[src/rtl/score_bcd_encoder.sv]
// score_bcd_encoder: keeps the binary game score and converts it to four
// packed BCD digits with a sequential double-dabble engine. It also tracks
// a running high score for the display driver.
module score_bcd_encoder #(
  parameter int SCORE_W   = 14,
  parameter int SCORE_MAX = 9999
) (
  input  logic               clk,
  input  logic               rst_n,
  input  logic               score_inc,
  input  logic               score_clr,
  input  logic               lost,
  output logic [SCORE_W-1:0] score_bin,
  output logic [15:0]        score_bcd,
  output logic [15:0]        high_bcd,
  output logic               bcd_valid,
  output logic               busy
);

  typedef enum logic [1:0] {IDLE, LOAD, SHIFT, DONE} state_t;

  localparam int                 CNT_W    = $clog2(SCORE_W + 1);
  localparam logic [SCORE_W-1:0] MAX_VAL  = SCORE_W'(SCORE_MAX);
  localparam logic [CNT_W-1:0]   LAST_BIT = CNT_W'(SCORE_W - 1);

  state_t                 state;
  state_t                 state_next;
  logic                   dirty;
  logic                   inc_ok;
  logic [SCORE_W-1:0]     shift_reg;
  logic [15:0]            scratch;
  logic [15:0]            dabbled;
  logic [15+SCORE_W:0]    shifted;
  logic [CNT_W-1:0]       bit_cnt;

  // An increment only counts while the game is live and below saturation
  assign inc_ok = score_inc && !lost && (score_bin < MAX_VAL);

  // Score register and dirty flag. A score event in the LOAD cycle must keep
  // dirty set, because LOAD has captured the value from before that event.
  always_ff @(posedge clk or negedge rst_n) begin
    if (!rst_n) begin
      score_bin <= '0;
      dirty     <= 1'b0;
    end else begin
      if (score_clr) begin
        score_bin <= '0;
        dirty     <= 1'b1;
      end else if (inc_ok) begin
        score_bin <= score_bin + SCORE_W'(1);
        dirty     <= 1'b1;
      end else if (state == LOAD) begin
        dirty     <= 1'b0;
      end
    end
  end

  // Conversion FSM state register
  always_ff @(posedge clk or negedge rst_n) begin
    if (!rst_n) begin
      state <= IDLE;
    end else begin
      state <= state_next;
    end
  end

  // Next-state logic and busy flag
  always_comb begin
    state_next = state;
    busy       = (state != IDLE);
    case (state)
      IDLE:    if (dirty) state_next = LOAD;
      LOAD:    state_next = SHIFT;
      SHIFT:   if (bit_cnt == LAST_BIT) state_next = DONE;
      DONE:    state_next = IDLE;
      default: state_next = IDLE;
    endcase
  end

  // One double-dabble step: add 3 to each digit >= 5, then shift left by one
  always_comb begin
    dabbled = scratch;
    for (int i = 0; i < 4; i++) begin
      if (scratch[4*i +: 4] >= 4'd5) begin
        dabbled[4*i +: 4] = scratch[4*i +: 4] + 4'd3;
      end
    end
    shifted = {dabbled, shift_reg} << 1;
  end

  // Conversion datapath and display outputs; score_bcd only changes in DONE,
  // so the display never sees a partially converted value
  always_ff @(posedge clk or negedge rst_n) begin
    if (!rst_n) begin
      shift_reg <= '0;
      scratch   <= '0;
      bit_cnt   <= '0;
      score_bcd <= '0;
      high_bcd  <= '0;
      bcd_valid <= 1'b0;
    end else begin
      bcd_valid <= (state == DONE);
      case (state)
        LOAD: begin
          shift_reg <= score_bin;
          scratch   <= '0;
          bit_cnt   <= '0;
        end
        SHIFT: begin
          scratch   <= shifted[15+SCORE_W:SCORE_W];
          shift_reg <= shifted[SCORE_W-1:0];
          bit_cnt   <= bit_cnt + CNT_W'(1);
        end
        DONE: begin
          score_bcd <= scratch;
          if (scratch > high_bcd) begin
            high_bcd <= scratch;
          end
        end
        default: begin
        end
      endcase
    end
  end

endmodule

[config.mk]
export PLATFORM = sky130hd
export DESIGN_NAME = score_bcd_encoder
export DESIGN_NICKNAME = d
export VERILOG_FILES = /design/src/rtl/score_bcd_encoder.sv
export SDC_FILE = /design/constraint.sdc
export NUM_CORES = 1
export LEC_CHECK = 0
export BUFFER_PORTS_ARGS = -buffer_cell sky130_fd_sc_hd__buf_4
export CAP_MARGIN = 30
export CELL_PAD_IN_SITES_DETAIL_PLACEMENT = 1
export CELL_PAD_IN_SITES_GLOBAL_PLACEMENT = 1
export CORE_UTILIZATION = 43
export CTS_BUF_LIST = sky130_fd_sc_hd__clkbuf_8
export CTS_CLUSTER_SIZE = 25
export DETAILED_ROUTE_END_ITERATION = 10
export HOLD_SLACK_MARGIN = 0.05
export PLACE_DENSITY = 0.86
export SKIP_LAST_GASP = 1
export SLEW_MARGIN = 20
export SYNTH_ARGS = -nofsm -noshare
export SYNTH_HDL_FRONTEND = slang
export SYNTH_SLANG_ARGS = --single-unit
[constraint.sdc]
create_clock -name clk -period 2.41 [get_ports clk]
set_clock_uncertainty 0.1 [all_clocks]
set_input_delay 0.1205 -clock clk [delete_from_list [all_inputs] [get_ports clk]]
set_output_delay 0.1205 -clock clk [all_outputs]
set_load 0.02 [all_outputs]
==> metrics, run 1 <==
Power, Total 4.67 mW; highest routed layer met4; worst setup margin -141 ps; routed vias 3,395; ratio of total power to cell area 860 nW/um^2; Rows 36; portion of total power attributed to the clock network 27.0%; largest net degree at the start of global routing 59; via count of the first global-routing pass 3,525; antenna violations before repair 0; flops & latches, synth 84; final core utilization 55.7%; Critical Setup Path Class flip-flop to flip-flop; crit path time final 2550 ps; residual overflow from global routing 0; nature of the critical path startpoint flip-flop; largest cells by area after synthesis sky130_fd_sc_hd__dfrtp_1 49%, sky130_fd_sc_hd__ha_1 9.3%, sky130_fd_sc_hd__mux2i_1 6.5%; GRT Total Usage 23.1%; clock root buffer master sky130_fd_sc_hd__clkbuf_8; Finished Layout Cells 623; endpoint type of the worst setup path flip-flop; Max transition margin 65.7%; number of nets at the end of the flow 522; clock tree from TritonCTS yes; required time reported for the critical path endpoint 2590 ps; floorplan core area 9730 sq um; DP HPWL 7.63 mm; area of the multi-input gates 2090 sq um; Layout area overhead 26.0%; power share of the combinational group 35.0%; Net Switching 1.70 mW; proportion of total power due to net switching 36.4%; number of max-slew violations in the final report 0; nets in the synthesized netlist 445; Highest Clock Rate 392 MHz; Max FO, Critical Path 8; Pre-antenna DRT Iters 4; Seq. cell area 2110 sq um; clock sink count 84; wire length of the first global-routing pass 18.1 mm; post-synthesis async set-or-reset flop share 100%; sequential-to-total area share from yosys stat 48.8%; clock slew seen by the registers of the worst setup and hold paths 90 ps; Tightest Pin Transition 513 ps; critical path data arrival time 2740 ps; count of port buffers added during placement 52; Num CTS Buffers 9; total negative setup slack -1170 ps; x dimension of the die 102 microns; initial core utilization 44.2%; Vias/cell 5.45; gp weighted congestion 0.794; post-synthesis area per instance 10.5 sq um; length of routed wiring on met1 5.22 mm; cell area after synthesis 4300 sq um; full die area 10,400 sq um; share of post-route cells with drive strength above 1 30.0%; biggest registers after layout high_bcd x16, score_bcd x16, scratch x16; Max Root-Sink Buffers 2; antenna diode count 0; standby leakage power 2.48 nW; I/O pins 53; Max-Cap Viols 0; Primary FF master, synth sky130_fd_sc_hd__dfrtp_1; post-route DRC violation count 0; number of nets with antenna violations after detailed routing 0; post-detailed-routing wire length 12.0 mm; portion of synthesized cell area occupied by the leading cell type 48.8%; count of distinct cell types in the synthesized netlist 41; instance count of the mapped netlist 408; number of synthesized flops with an enable pin 0; number of fill cells 1,094; Worst Setup Slack post-DPL -37.1 ps; run status finished with violations; number of hold violations in the final report 0; clock insertion delay at the later pin of the skew report 380 ps; die height 102 microns; crit share post-route 106%; count of final setup violators 16; class of the most critical hold timing path primary input to async pin; peak supply drop 0.379 mV; total of warnings raised by yosys 0; sequential group share of total power 38.0%; internal power component 2.97 mW; setup repair after global routing missed its margin yes; detailed-routed wire length on met3 433 microns; Routed WL per cell 19.3 microns; cell count after placement 594; cell taking the most area after synthesis sky130_fd_sc_hd__dfrtp_1; iteration-0 DRC count of the detailed router 149; routed length on met2 6.15 mm; failing checks negative setup slack; H-tree level count 3
## cell type report
type / instances / share of cell area, %
multi-input cells: 267 / 38.6
flip-flops and latches: 84 / 39.0
clock inverters: 6 / 2.05
well taps: 133 / 3.07
repair buffers: 83 / 12.0
inverters: 40 / 2.77
clock buffers: 10 / 2.54
## power groups by stage
stage | combinational [mW] | clock (mW) | sequential, mW
floorplan | 1.11 | 0 | 1.81
global placement | 1.50 | 0 | 1.78
detailed placement | 1.58 | 0 | 1.80
CTS | 1.60 | 1.28 | 1.77
global route | 1.81 | 1.33 | 1.80
finish | 1.63 | 1.26 | 1.77
## cell usage in the layout, fill, tap and decap left out, drive strengths merged, types with 2 or more instances in the layout
cell type / count
bufinv: 3
o211ai: 4
mux2: 17
a21oi: 30
o21ai: 22
ha: 32
nand3b: 2
nand2: 15
clkbuf: 10
o22ai: 8
nor2b: 2
nor4: 4
xnor2: 14
nand2b: 6
nand3: 9
nor2: 33
xor2: 2
o32ai: 3
inv: 40
and3: 5
buf: 81
dlygate4sd3: 2
clkinv: 2
mux2i: 28
dfrtp: 84
nor3: 9
o31ai: 3
a211oi: 2
nand4: 6
## path summary, 6_finish.rpt
check / startpoint / end / slack [ps] / cells after the start
max: scratch[6]$_DFFE_PN0P_ / high_bcd[7]$_DFFE_PN0P_ / -140 / 7
min: rst_n / scratch[15]$_DFFE_PN0P_ / 100 / 2
max reg2reg: scratch[6]$_DFFE_PN0P_ / high_bcd[7]$_DFFE_PN0P_ / -140 / 7
min reg2reg: dirty$_DFFE_PN0P_ / dirty$_DFFE_PN0P_ / 400 / 1
max in group asynchronous: rst_n / high_bcd[6]$_DFFE_PN0P_ / 1480 / 3
min in group clk: lost / score_bin[4]$_DFFE_PN0P_ / 180 / 5
## cells in the mapped netlist (2+ instances only)
cell,number
sky130_fd_sc_hd__a211oi_1,2
sky130_fd_sc_hd__a21oi_1,30
sky130_fd_sc_hd__and3_1,5
sky130_fd_sc_hd__buf_1,5
sky130_fd_sc_hd__clkbuf_1,11
sky130_fd_sc_hd__dfrtp_1,84
sky130_fd_sc_hd__ha_1,32
sky130_fd_sc_hd__inv_1,40
sky130_fd_sc_hd__mux2_2,16
sky130_fd_sc_hd__mux2i_1,28
sky130_fd_sc_hd__nand2_1,15
sky130_fd_sc_hd__nand2b_1,6
sky130_fd_sc_hd__nand3_1,9
sky130_fd_sc_hd__nand3b_1,2
sky130_fd_sc_hd__nand4_1,5
sky130_fd_sc_hd__nor2_1,33
sky130_fd_sc_hd__nor2b_1,2
sky130_fd_sc_hd__nor3_1,9
sky130_fd_sc_hd__nor4_1,4
sky130_fd_sc_hd__o211ai_1,4
sky130_fd_sc_hd__o21ai_0,21
sky130_fd_sc_hd__o22ai_1,8
sky130_fd_sc_hd__o31ai_1,3
sky130_fd_sc_hd__o32ai_1,3
sky130_fd_sc_hd__xnor2_1,14
sky130_fd_sc_hd__xor2_1,2
## worst max-delay path: stages (launching register included)
cell,delay (ps)
sky130_fd_sc_hd__dfrtp_1,460
sky130_fd_sc_hd__ha_4,320
sky130_fd_sc_hd__nand4_1,120
sky130_fd_sc_hd__or4_4,530
sky130_fd_sc_hd__a21o_1,200
sky130_fd_sc_hd__a31oi_4,280
sky130_fd_sc_hd__buf_8,200
sky130_fd_sc_hd__mux2i_1,250
## per-stage QoR
step | cell area [sq um] | hold WS (ps)
after floorplan | 4410 | -275
after global placement | 5040 | -42.6
after detailed placement | 5040 | -39.9
after CTS | 5370 | 102
after global routing | 5420 | 125
final | 5420 | 95.2
## kinds of logic (layout without fill, tap and decap cells)
kind of cell / count (synthesis) / after routing / synth area share [%]
AND/OR/NAND/NOR: 94 / 94 / 10.8
flip-flops: 84 / 84 / 48.8
AO/OA/AOI/OAI: 80 / 80 / 11.5
buffers and inverters: 57 / 139 / 5.35
multiplexers: 45 / 45 / 11.0
adder cells (fa/ha/maj): 32 / 32 / 9.30
XOR/XNOR: 16 / 16 / 3.26
## per-layer routing
metal	up-vias	global-route usage (%)
met5	-	0
met4	0	7.25
met3	18	5.75
met2	71	39.1
met1	1731	28.9
li1	1575	-
## what timing repair did
item                                    in CTS  in global routing
endpoints found under the setup margin       9                 11
hold endpoints to repair                    99                  0
resized for setup                            8                  1
pin swaps                                    3                  2
hold buffers                                 2                  0
buffers inserted                             5                  6
Power figures use the tool's default switching activity.
==> run 2, diff against run 1 <==
--- a/config.mk
+++ b/config.mk
@@ -15,6 +15,7 @@
 export DETAILED_ROUTE_END_ITERATION = 10
 export HOLD_SLACK_MARGIN = 0.05
 export PLACE_DENSITY = 0.86
+export SETUP_SLACK_MARGIN = 0.02
 export SKIP_LAST_GASP = 1
 export SLEW_MARGIN = 20
 export SYNTH_ARGS = -nofsm -noshare
==> metrics, run 2 (same netlist as run 1, synthesis figures left out) <==
run status finished with violations (unchanged); failing checks negative setup slack (unchanged); power share of the combinational group 35.3% (was 35.0%); Vias/cell 5.48 (was 5.45); cell area after layout 5440 sq um (was 5420 sq um); Power, Total 4.66 mW (was 4.67 mW); Highest Clock Rate 411 MHz (was 392 MHz); Max-Cap Viols 0 (unchanged); ordered cell list for the critical path inv_2, ha_4, nand2_2, or4_4, a21o_1, a31oi_4, buf_8, mux2i_2 (was ha_4, nand4_1, or4_4, a21o_1, a31oi_4, buf_8, mux2i_1); Critical Setup Path Class flip-flop to flip-flop (unchanged); Pre-antenna DRT Iters 4 (unchanged); worst hold slack after final layout 109 ps (was 95.2 ps); clock tree from TritonCTS yes (unchanged); largest net degree at the start of global routing 59 (unchanged); antenna diode count 0 (unchanged); slowest library cell on the worst path sky130_fd_sc_hd__or4_4 (unchanged); total negative setup slack -24.8 ps (was -1170 ps); biggest registers after layout high_bcd x16, score_bcd x16, scratch x16 (unchanged); Routed WL per cell 18.9 microns (was 19.3 microns); commonest non-fill, non-tap cells in the layout 79 x sky130_fd_sc_hd__buf_4, 74 x sky130_fd_sc_hd__dfrtp_1, 33 x sky130_fd_sc_hd__nor2_1 (was 78 x sky130_fd_sc_hd__buf_4, 74 x sky130_fd_sc_hd__dfrtp_1, 33 x sky130_fd_sc_hd__nor2_1); Num CTS Buffers 9 (unchanged); setup repair after global routing missed its margin yes (unchanged); number of nets at the end of the flow 523 (was 522); ratio of total power to cell area 856 nW/um^2 (was 860 nW/um^2); Net Switching 1.69 mW (was 1.70 mW); Max Root-Sink Buffers 2 (unchanged); Max FO, Critical Path 8 (unchanged); number of hold violations in the final report 0 (unchanged); crit share post-route 101% (was 106%); clock slew seen by the registers of the worst setup and hold paths 80 ps (was 90 ps); nature of the critical path startpoint flip-flop (unchanged); I/O pins 53 (unchanged); endpoint type of the worst setup path flip-flop (unchanged); wire length of the first global-routing pass 19.0 mm (was 18.1 mm); iteration-0 DRC count of the detailed router 138 (was 149); sequential group share of total power 37.9% (was 38.0%); final core utilization 55.9% (was 55.7%); count of port buffers added during placement 52 (unchanged); post-detailed-routing wire length 11.8 mm (was 12.0 mm); number of nets with antenna violations after detailed routing 0 (unchanged); full die area 10,400 sq um (unchanged); count of final setup violators 1 (was 16); Worst Setup Slack post-DPL -37.1 ps (unchanged); internal power component 2.97 mW (about the same); number of max-slew violations in the final report 0 (unchanged); Max transition margin 65.7% (about the same); Tightest Pin Transition 513 ps (about the same); clock insertion delay at the later pin of the skew report 360 ps (was 380 ps); Finished Layout Cells 624 (was 623); x dimension of the die 102 microns (unchanged); depth of the worst register-to-register path 8 (was 7); critical path data arrival time 2610 ps (was 2740 ps); GRT Total Usage 24.2% (was 23.1%); portion of total power attributed to the clock network 26.8% (was 27.0%); clock root buffer master sky130_fd_sc_hd__clkbuf_8 (unchanged); Layout area overhead 26.5% (was 26.0%); standby leakage power 2.48 nW (about the same); proportion of total power due to net switching 36.2% (was 36.4%); worst setup margin -24.8 ps (was -141 ps); required time reported for the critical path endpoint 2580 ps (was 2590 ps); residual overflow from global routing 0 (unchanged); Rows 36 (unchanged); die height 102 microns (unchanged); gp weighted congestion 0.794 (unchanged); peak supply drop 0.383 mV (was 0.379 mV); via count of the first global-routing pass 3,653 (was 3,525); floorplan core area 9730 sq um (unchanged); H-tree level count 3 (unchanged); class of the most critical hold timing path primary input to async pin (unchanged); post-route DRC violation count 0 (unchanged); cell count after placement 594 (unchanged); crit path time final 2430 ps (was 2550 ps); antenna violations before repair 0 (unchanged); initial core utilization 44.2% (unchanged); placed standard-cell area 5040 sq um (unchanged); commonest non-fill, non-tap cell in the layout sky130_fd_sc_hd__buf_4 (unchanged); routed vias 3,418 (was 3,395); clock sink count 84 (unchanged); slowest cell delay on critical path 540 ps (was 530 ps); share of post-route cells with drive strength above 1 30.8% (was 30.0%); DP HPWL 7.63 mm (unchanged)
==> run 2: layout make-up <==
type,count,area [sq um]
clock buffers,10,138
well taps,133,166
clock inverters,6,111
multi-input cells,267,2100
inverters,40,150
fillers,1098,4290
flip-flops and latches,84,2110
repair buffers,84,659
==> run 2: worst paths after layout <==
path	slack, ps	from	to
max	-20	high_bcd[9]$_DFFE_PN0P_	high_bcd[9]$_DFFE_PN0P_
min	110	rst_n	score_bcd[13]$_DFFE_PN0P_
max reg2reg	-20	high_bcd[9]$_DFFE_PN0P_	high_bcd[9]$_DFFE_PN0P_
min reg2reg	400	dirty$_DFFE_PN0P_	dirty$_DFFE_PN0P_
max in group asynchronous	1470	rst_n	scratch[8]$_DFFE_PN0P_
min in group clk	200	lost	score_bin[4]$_DFFE_PN0P_
==> run 2: timing repair <==
action	in CTS	in global routing
pin swaps	7	2
endpoints found under the hold margin	99	0
hold buffers	2	0
resized for setup	10	2
buffers inserted	9	3
endpoints found under the setup margin	10	15
==> run 2: power groups by stage <==
stage | registers (mW) | logic (mW) | clock network (mW)
2_1_floorplan | 1.81 | 1.11 | 0
3_3_place_gp | 1.78 | 1.50 | 0
3_5_place_dp | 1.80 | 1.58 | 0
4_1_cts | 1.77 | 1.60 | 1.28
5_1_grt | 1.80 | 1.82 | 1.33
6_report | 1.77 | 1.64 | 1.25
==> run 2: critical path: cells and delay by family, from the launching register on <==
kind / cells / cell delay [ps]
fa+ha+maj: 1 / 270
simple gates: 2 / 610
mux: 1 / 240
flops: 1 / 400
buf+inv: 2 / 260
compound gates: 2 / 470
==> run 2: metal layers <==
| layer | part of all wire (%) | track usage, % |
|---|---|---|
| met2 | 52 | 41.8 |
| met4 | 1.6 | 7.69 |
| met1 | 44 | 30.8 |
| met3 | 2.8 | 4.51 |
| met5 | 0 | 0 |
==> run 3, diff against run 2 <==
--- a/config.mk
+++ b/config.mk
@@ -5,16 +5,17 @@
 export SDC_FILE = /design/constraint.sdc
 export NUM_CORES = 1
 export LEC_CHECK = 0
+export ABC_AREA = 1
 export BUFFER_PORTS_ARGS = -buffer_cell sky130_fd_sc_hd__buf_4
 export CAP_MARGIN = 30
 export CELL_PAD_IN_SITES_DETAIL_PLACEMENT = 1
 export CELL_PAD_IN_SITES_GLOBAL_PLACEMENT = 1
-export CORE_UTILIZATION = 43
+export CORE_UTILIZATION = 41
 export CTS_BUF_LIST = sky130_fd_sc_hd__clkbuf_8
 export CTS_CLUSTER_SIZE = 25
 export DETAILED_ROUTE_END_ITERATION = 10
 export HOLD_SLACK_MARGIN = 0.05
-export PLACE_DENSITY = 0.86
+export PLACE_DENSITY = 0.85
 export SETUP_SLACK_MARGIN = 0.02
 export SKIP_LAST_GASP = 1
 export SLEW_MARGIN = 20
==> metrics, run 3 <==
run status finished clean (was finished with violations); R2R Path Start scratch[0]$_DFFE_PN0P_ (was high_bcd[9]$_DFFE_PN0P_); Tightest Pin Transition 692 ps (was 513 ps); flops & latches, synth 84 (unchanged); number of nets at the end of the flow 627 (was 523); die height 106 microns (was 102 microns); cell area after layout 5230 sq um (was 5440 sq um); antenna violations before repair 0 (unchanged); residual overflow from global routing 0 (unchanged); post-synthesis area per instance 8.35 sq um (was 10.5 sq um); Post-CTS Setup Bufs 0 (was 9); class of the most critical hold timing path primary input to flip-flop (was primary input to async pin); clock sink count 84 (unchanged); Primary FF master, synth sky130_fd_sc_hd__dfrtp_1 (unchanged); commonest non-fill, non-tap cell in the layout sky130_fd_sc_hd__nand2_1 (was sky130_fd_sc_hd__buf_4); DP HPWL 8.69 mm (was 7.63 mm); Worst Path Buf+Inv 1 (was 2); routed vias 3,856 (was 3,418); count of final setup violators 0 (was 1); GRT Total Usage 23.2% (was 24.2%); Max-Cap Viols 0 (unchanged); slowest cell delay on critical path 470 ps (was 540 ps); cell family contributing the most delay on the critical path simple AND/OR/NAND/NOR gates (unchanged); area of the multi-input gates 2000 sq um (was 2100 sq um); number of nets with antenna violations after detailed routing 0 (unchanged); sequential-to-total area share from yosys stat 47.6% (was 48.8%); full die area 11,200 sq um (was 10,400 sq um); nature of the critical path startpoint flip-flop (unchanged); endpoint type of the worst setup path flip-flop (unchanged); depth of the worst register-to-register path 8 (unchanged); Rows 37 (was 36); ordered cell list for the critical path inv_1, ha_1, nand4_1, nor2_1, nor2_4, nand2_2, nand2_1, nand2_1 (was inv_2, ha_4, nand2_2, or4_4, a21o_1, a31oi_4, buf_8, mux2i_2); Max Root-Sink Buffers 2 (unchanged); setup repair after global routing missed its margin no (was yes); cell taking the most area after synthesis sky130_fd_sc_hd__dfrtp_1 (unchanged); ratio of total power to cell area 818 nW/um^2 (was 856 nW/um^2); commonest cells in the netlist 137 x sky130_fd_sc_hd__nand2_1, 84 x sky130_fd_sc_hd__dfrtp_1, 62 x sky130_fd_sc_hd__inv_1 (was 84 x sky130_fd_sc_hd__dfrtp_1, 40 x sky130_fd_sc_hd__inv_1, 33 x sky130_fd_sc_hd__nor2_1); Vias/cell 5.27 (was 5.48); post-detailed-routing wire length 11.9 mm (was 11.8 mm); number of fill cells 1,288 (was 1,098); initial core utilization 42.6% (was 44.2%); wire length of the first global-routing pass 20.6 mm (was 19.0 mm); Max FO, Critical Path 17 (was 8); clock insertion delay at the later pin of the skew report 360 ps (about the same); final core utilization 50.4% (was 55.9%); required time reported for the critical path endpoint 2550 ps (was 2580 ps); post-route DRC violation count 0 (unchanged); slowest library cell on the worst path sky130_fd_sc_hd__dfrtp_1 (was sky130_fd_sc_hd__or4_4); via count of the first global-routing pass 4,186 (was 3,653); iteration-0 DRC count of the detailed router 167 (was 138); standby leakage power 2.56 nW (was 2.48 nW); cell type with the highest occurrence count on the critical path sky130_fd_sc_hd__nand2_1; largest net degree at the start of global routing 53 (was 59); worst setup path endpoint high_bcd[7]$_DFFE_PN0P_ (was high_bcd[9]$_DFFE_PN0P_); gp weighted congestion 0.836 (was 0.794); number of synthesized flops with an enable pin 0 (unchanged); post-synthesis async set-or-reset flop share 100% (unchanged); count of distinct cell types in the synthesized netlist 34 (was 41); Routed WL per cell 16.2 microns (was 18.9 microns); peak supply drop 0.421 mV (was 0.383 mV); x dimension of the die 106 microns (was 102 microns); Power, Total 4.27 mW (was 4.66 mW); launch point of the worst path scratch[0]$_DFFE_PN0P_ (was high_bcd[9]$_DFFE_PN0P_); number of hold violations in the final report 0 (unchanged); total of warnings raised by yosys 0 (unchanged); Seq. cell area 2100 sq um (was 2110 sq um); portion of synthesized cell area occupied by the leading cell type 47.6% (was 48.8%); clock slew seen by the registers of the worst setup and hold paths 90 ps (was 80 ps); reg2reg setup slack 320 ps (was -20 ps); share of post-route cells with drive strength above 1 15.3% (was 30.8%); Num CTS Buffers 9 (unchanged); I/O pins 53 (unchanged); placed standard-cell area 5000 sq um (was 5040 sq um); biggest registers after layout high_bcd x16, score_bcd x16, scratch x16 (unchanged); endpoint of the worst-slack reg-to-reg timing path high_bcd[7]$_DFFE_PN0P_ (was high_bcd[9]$_DFFE_PN0P_); Layout area overhead 18.3% (was 26.5%); nets in the synthesized netlist 566 (was 445); Pre-antenna DRT Iters 4 (unchanged); most common cell in the netlist sky130_fd_sc_hd__nand2_1 (was sky130_fd_sc_hd__dfrtp_1); Stages on worst setup path 8 (unchanged); critical path data arrival time 2230 ps (was 2610 ps); Highest Clock Rate 479 MHz (was 411 MHz); cell area after synthesis 4420 sq um (was 4300 sq um); largest cells by area after synthesis sky130_fd_sc_hd__dfrtp_1 48%, sky130_fd_sc_hd__nand2_1 12%, sky130_fd_sc_hd__ha_1 9.1% (was sky130_fd_sc_hd__dfrtp_1 49%, sky130_fd_sc_hd__ha_1 9.3%, sky130_fd_sc_hd__mux2i_1 6.5%); instance count of the mapped netlist 529 (was 408); count of port buffers added during placement 52 (unchanged); worst hold slack after final layout 138 ps (was 109 ps); floorplan core area 10,400 sq um (was 9730 sq um); Critical Setup Path Class flip-flop to flip-flop (unchanged); crit share post-route 86.6% (was 101%); crit path time final 2090 ps (was 2430 ps); antenna diode count 0 (unchanged); number of max-slew violations in the final report 0 (unchanged); clock root buffer master sky130_fd_sc_hd__clkbuf_8 (unchanged); clock tree from TritonCTS yes (unchanged); H-tree level count 3 (unchanged); Max transition margin 53.8% (was 65.7%); commonest non-fill, non-tap cells in the layout 136 x sky130_fd_sc_hd__nand2_1, 84 x sky130_fd_sc_hd__dfrtp_1, 63 x sky130_fd_sc_hd__buf_4 (was 79 x sky130_fd_sc_hd__buf_4, 74 x sky130_fd_sc_hd__dfrtp_1, 33 x sky130_fd_sc_hd__nor2_1)
## run 3: how the worst min path moves through the flow
stage	from	endpoint	slack, ps	cells past startpoint
floorplan	rst_n	bcd_valid$_DFF_PN0_	-280	0
global placement	rst_n	score_bcd[0]$_DFFE_PN0P_	100	1
detailed placement	rst_n	score_bcd[0]$_DFFE_PN0P_	110	1
CTS	lost	score_bin[4]$_DFFE_PN0P_	140	5
global route	lost	score_bin[4]$_DFFE_PN0P_	190	5
finish	lost	score_bin[4]$_DFFE_PN0P_	140	5
## run 3: cells by family after synthesis
logic type                 Yosys count  synth area share (%)
xor gates and xnor gates             6                  1.19
and+or+nand+nor                    219                  20.7
AOI/OAI and AO/OA                  107                  14.1
buffers and inverters               81                  7.28
adders and majority gates           32                  9.07
DFF                                 84                  47.6
## run 3: worst min-delay path, delay by kind of cell
family          cells  cell delay (ps)
compound gates      1               80
buf+inv             1               70
simple gates        3              270
## run 3: report_power, final
group | switching (mW) | internal (mW) | total [mW]
combinational | 1.08 | 0.499 | 1.58
clock | 0.530 | 0.465 | 0.995
sequential | 0.135 | 1.57 | 1.70
## run 3: layer usage
layer / up-vias / wire, microns / track usage (%)
met3: 16 / 343 / 3.15
met5: - / 0 / 0
met4: 0 / 163 / 8.13
met2: 79 / 5980 / 40.4
met1: 1895 / 5370 / 29.5
li1: 1866 / - / -
## run 3: layout make-up
type | count | share of cell area [%]
Sequential cell | 84 | 40.2
Multi-Input combinational cell | 364 | 38.3
Timing Repair Buffer | 66 | 9.82
Inverter | 65 | 4.67
Tap cell | 136 | 3.26
Clock buffer | 12 | 3.16
Clock inverter | 4 | 0.599
## run 3: metrics by stage
step                      TNS (ps)  std cells  setup WS, ps
after floorplan                  0        529           503
after global placement           0        713          16.8
after detailed placement     -1110        713          -105
after CTS                        0        731          69.3
after global routing             0        731          98.8
final                            0        731           322
## run 3: what timing repair did
action | 4_1_cts | 5_1_grt
setup endpoints to repair | 16 | 16
hold endpoints to repair | 58 | 0
hold buffers | 2 | 0
resized for setup | 1 | 1
cloned | 0 | 0
